**src/rtl/score_accumulator_pkg.sv**
```systemverilog
// Game constants shared by the judge, scoring and display blocks of the DDR datapath.
package score_accumulator_pkg;

  typedef enum logic [1:0] {
    GRADE_MISS    = 2'd0,
    GRADE_GOOD    = 2'd1,
    GRADE_GREAT   = 2'd2,
    GRADE_PERFECT = 2'd3
  } grade_e;

  localparam logic [2:0] PTS_PERFECT_DEF = 3'd3;
  localparam logic [2:0] PTS_GREAT_DEF   = 3'd2;
  localparam logic [2:0] PTS_GOOD_DEF    = 3'd1;

  localparam int                  SCORE_W   = 6;
  localparam logic [SCORE_W-1:0]  SCORE_MAX = 6'd63;

endpackage

```
**src/rtl/six_bit_adder.sv**
```systemverilog
// Six-bit ripple-carry adder; exposes the full carry vector, bit 5 being the carry-out.
module six_bit_adder (
  input  logic [5:0] a,
  input  logic [5:0] b,
  input  logic       cin,
  output logic [5:0] sum,
  output logic [5:0] carry
);

  for (genvar i = 0; i < 6; i++) begin : g_bit
    logic c_in;
    if (i == 0) begin : g_first
      assign c_in = cin;
    end else begin : g_rest
      assign c_in = carry[i-1];
    end
    assign sum[i]   = a[i] ^ b[i] ^ c_in;
    assign carry[i] = (a[i] & b[i]) | (c_in & (a[i] ^ b[i]));
  end

endmodule

```
**src/rtl/score_accumulator.sv**
```systemverilog
// Per-player scoring stage: grade -> points with combo bonus, then a saturating 6-bit score.
module score_accumulator
  import score_accumulator_pkg::*;
#(
  parameter logic [2:0] PTS_PERFECT    = PTS_PERFECT_DEF,
  parameter logic [2:0] PTS_GREAT      = PTS_GREAT_DEF,
  parameter logic [2:0] PTS_GOOD       = PTS_GOOD_DEF,
  parameter int         COMBO_BONUS_AT = 4,
  parameter int         COMBO_W        = 4
) (
  input  logic               clk,
  input  logic               reset,
  input  logic               clear,
  input  logic               hit_valid,
  input  logic [1:0]         hit_grade,
  output logic [SCORE_W-1:0] score,
  output logic [COMBO_W-1:0] combo,
  output logic               saturated,
  output logic               score_valid
);

  localparam logic [COMBO_W-1:0] COMBO_MAX = '1;
  localparam logic [COMBO_W-1:0] BONUS_AT  = COMBO_W'(COMBO_BONUS_AT);

  function automatic logic [SCORE_W-1:0] sat_score(input logic [SCORE_W-1:0] sum,
                                                    input logic cout);
    return cout ? SCORE_MAX : sum;
  endfunction

  logic               flush;
  logic [2:0]         base;
  logic               bonus;
  logic [2:0]         pts_next;
  logic [COMBO_W-1:0] combo_next;
  logic [2:0]         pts_p1;
  logic               vld_p1;
  logic [SCORE_W-1:0] sum;
  logic [SCORE_W-1:0] carry;
  logic               carry_unused;

  assign flush = reset | clear;

  always_comb begin
    base = 3'd0;
    case (grade_e'(hit_grade))
      GRADE_GOOD:    base = PTS_GOOD;
      GRADE_GREAT:   base = PTS_GREAT;
      GRADE_PERFECT: base = PTS_PERFECT;
      default:       base = 3'd0;
    endcase
    bonus      = (grade_e'(hit_grade) != GRADE_MISS) && (combo >= BONUS_AT);
    pts_next   = base + {2'b00, bonus};
    combo_next = (grade_e'(hit_grade) == GRADE_MISS) ? '0
               : (combo == COMBO_MAX)                ? combo
               :                                       combo + 1'b1;
  end

  six_bit_adder u_add (
    .a     (score),
    .b     ({3'b000, pts_p1}),
    .cin   (1'b0),
    .sum   (sum),
    .carry (carry)
  );

  // Only the carry-out matters; the internal ripple carries are deliberately unused.
  assign carry_unused = ^carry[SCORE_W-2:0];

  always_ff @(posedge clk) begin
    if (flush) begin
      pts_p1      <= '0;
      vld_p1      <= 1'b0;
      combo       <= '0;
      score       <= '0;
      saturated   <= 1'b0;
      score_valid <= 1'b0;
    end else begin
      // Stage 1: grade to points, combo update
      vld_p1 <= hit_valid;
      if (hit_valid) begin
        pts_p1 <= pts_next;
        combo  <= combo_next;
      end
      // Stage 2: saturating accumulate against the freshest registered score
      score_valid <= vld_p1;
      if (vld_p1) begin
        score     <= sat_score(sum, carry[SCORE_W-1]);
        saturated <= saturated | carry[SCORE_W-1];
      end
    end
  end

endmodule

```
**config.mk**
```make
export PLATFORM = sky130hd
export DESIGN_NAME = score_accumulator
export DESIGN_NICKNAME = d
export VERILOG_FILES = /design/src/rtl/score_accumulator_pkg.sv /design/src/rtl/six_bit_adder.sv /design/src/rtl/score_accumulator.sv
export SDC_FILE = /design/constraint.sdc
export NUM_CORES = 1
export LEC_CHECK = 0
export BUFFER_PORTS_ARGS = -buffer_cell sky130_fd_sc_hd__buf_4
export CORE_MARGIN = 2
export CORE_UTILIZATION = 30
export DETAILED_ROUTE_END_ITERATION = 16
export GPL_TIMING_DRIVEN = 1
export PLACE_DENSITY = 0.49
export SLEW_MARGIN = 20
export SYNTH_ARGS = -nofsm -noshare
export SYNTH_HDL_FRONTEND = slang
export SYNTH_SLANG_ARGS = --single-unit
```
**constraint.sdc**
```tcl
create_clock -name clk -period 3.78 [get_ports clk]
set_clock_uncertainty 0.1 [all_clocks]
set_input_delay 0.378 -clock clk [delete_from_list [all_inputs] [get_ports clk]]
set_output_delay 0.378 -clock clk [all_outputs]
set_load 0.01 [all_outputs]
```
==> results.cfg <==
[run_status]
outcome = completed

[grt]
antenna_found_initial = 0
grt_pass1_vias = 619
grt_pass1_wl_um = 2680
grt_start_max_net_pins = 14
overflow = 0
grt_usage_pct = 12.9

[final_layout]
antenna_cells = 0
seq_area_um2 = 320
syn_to_final_growth_pct = 23.2
nFillCells = 275
fin_cells = 128
multi_input_area_um2 = 399
drive_gt1_share_pct = 24.5
num-nets-final = 113

[synthesis]
synth_top_family_by_area = compound AO/OA/AOI/OAI gates
syn_inst = 82
synth-simple-area-share_pct = 13.8
syn_nets = 96
synth_cell_types = 25
synth_warnings = 0
syn_area_um2 = 759
synth.avg_cell_area_um2 = 9.26
synth_top_area_cell = dfxtp_1
yosysMostFrequentCell = dfxtp_1
synth_area_leaders = dfxtp_1 (42%), ha_1 (9.9%), a21oi_1 (6.6%)
synth_edf_count = 0
synth_xor_xnor_area_share_pct = 0
synth_top_area_share_pct = 42.2
ys_seq_area_share_pct = 42.2
synth_ff_type = dfxtp_1
synth_compound_area_share_pct = 18.3
synthAdderAreaFrac_pct = 15.2
synthTopCellsByCount = dfxtp_1 (16), a21oi_1 (10), nor2_1 (8), ha_1 (6), nand2_1 (5)
synth-async-reset-ratio_pct = 0
muxShareOfSynthArea_pct = 5.27
yosys_register_bits = 16

[drt]
top_layer = met4
viasPerCell = 4.80
dr.pass1.iters = 3
vias = 615
postRouteWirelength_um = 1500
drt_first_iter_violations = 5
wl_per_cell_um = 11.7
post-route-drc-count = 0
wl_met1_um = 689
routed-wl-met3_um = 106
met2_length_um = 692
final_antenna_net_count = 0

[floorplanning]
die_h_um = 54.3
start_util_pct = 31.2
ioPinCount = 18
dieArea_um2 = 2950
core_area_um2 = 2430
num_rows = 18
fp.dieW_um = 54.3

[timing]
slew_headroom_pct = 74.4
finalCritPeriodShare_pct = 54.6
worst_slew_pin_slew_ns = 0.384
finalSetupViolations = 0
finalSetupTns_ns = 0
hold_viol = 0
final.min_clock_period_ns = 2.06
rsz0062_at_grt = false
fmax_mhz = 485
slew_violations = 0

[setup_path]
crit_path_max_incr_delay_ns = 0.36
worst_path_max_delay_cell = fa_1
cp_max_fo = 7
cpMostUsedCell = ha_1
cp.buffers_inverters = 2
r2r_slack_ns = 1.72
crit_arrival_ns = 2.13
crit_chain = ha_1 -> inv_1 -> fa_1 -> inv_1 -> fa_1 -> ha_1 -> ha_1 -> a21oi_1 -> a21oi_1
cp_top_family = adder cells
critical_path_class = reg -> reg
cp-end-kind = flip-flop
start_kind = flip-flop
cp_data_required_time_ns = 3.85

[cts]
cts_made_buffers = 3
cts_root_buffer = clkbuf_4
clock-sinks = 16
post_cts_resized = 0
cts_max_level = 1
cts_buffer_depth = 2
cts_tree = built
clk_pin_slew_ns = 0.10
worstSkewPairLatency_ns = 0.28
cts_post_setup_buffers_inserted = 0
hold_buffers = 0

[job]
maxCapViolations = 0

[placed_design]
dpl.cell_count = 124
hpwl_um = 1140
globalplace.congestion = 0.786
port_buffers = 17

[pwr]
cellLeakagePower_nw = 0.409
powerDensity_nw_per_um2 = 334
peakVddDrop_v = 0.000152

[hold_path]
hold_path.class = in -> reg
## per-stage QoR
| step | instance area (um^2) | util [%] | power (mW) | hold WS (ns) | worst slack [ns] |
|---|---|---|---|---|---|
| final | 936 | 38.5 | 0.312 | 0.278 | 1.72 |
| after global routing | 936 | 38.5 | 0.333 | 0.279 | 1.57 |
| after CTS | 936 | 38.5 | 0.320 | 0.264 | 1.69 |
| after detailed placement | 900 | 37.0 | 0.204 | 0.375 | 1.70 |
| after global placement | 900 | 37.0 | 0.204 | 0.384 | 1.74 |
| after floorplan | 759 | - | 0.194 | 0.360 | 1.81 |
## final cells by class
class / count / area share (%)
clock buffer: 4 / 3.88
inverter: 4 / 1.60
timing repair buffer: 17 / 13.6
tap: 30 / 4.01
multi-input combinational: 57 / 42.6
sequential: 16 / 34.2
## metal layers
metal | vias up | track usage (%)
met2 | 16 | 20.7
met4 | 0 | 7.50
li1 | 318 | -
met1 | 279 | 15.7
met5 | - | 0
met3 | 2 | 3.01
## path summary, 6_finish.rpt
| kind | start | end | depth (start not counted) |
|---|---|---|---|
| worst max-delay path | score[0] | score[3] | 9 |
| worst min-delay path | reset | combo[0] | 3 |
| worst max register to register | score[0] | score[3] | 9 |
| worst min register to register | saturated | saturated | 2 |
## kinds of logic after synthesis
logic type / after synthesis
AO/OA/AOI/OAI: 23
adder cells (fa/ha/maj): 8
buffers and inverters: 9
flip-flops: 16
multiplexers: 4
AND/OR/NAND/NOR: 22
## flip-flops by register name, summed over array words and instances, names as in the netlist
register,flops
score,6
combo,4
pts_p1,3
saturated,1
score_valid,1
vld_p1,1
## worst register-to-register path, delay by kind of cell, from the launching register on
kind                     cells  cell delay, ns
adder cells (fa/ha/maj)      5            1.14
AO/OA/AOI/OAI                2            0.27
buffers and inverters        2            0.11
flip-flops                   1            0.34
## layout by cell type (no fill, tap or decap), types with 2 or more instances in the layout
cell | Yosys | layout
and2_1 | 2 | 2
a211oi_2 | 2 | 2
o21ai_0 | 4 | 4
clkbuf_4 | 0 | 3
buf_4 | 1 | 17
nor2_1 | 8 | 8
fa_1 | 2 | 2
ha_1 | 6 | 6
nand2_1 | 5 | 5
o22ai_1 | 3 | 3
mux2i_1 | 4 | 4
a31oi_1 | 2 | 2
a21oi_1 | 10 | 10
dfxtp_1 | 16 | 16
inv_1 | 4 | 4
## report_power, final
group	internal [mW]	leakage [nW]	switching (mW)	total (mW)
Clock	0.0586	0.0210	0.0543	0.113
Sequential	0.172	0.130	0.00345	0.175
Combinational	0.0115	0.258	0.0128	0.0243
Note: power is estimated with default switching activity, not from simulation.
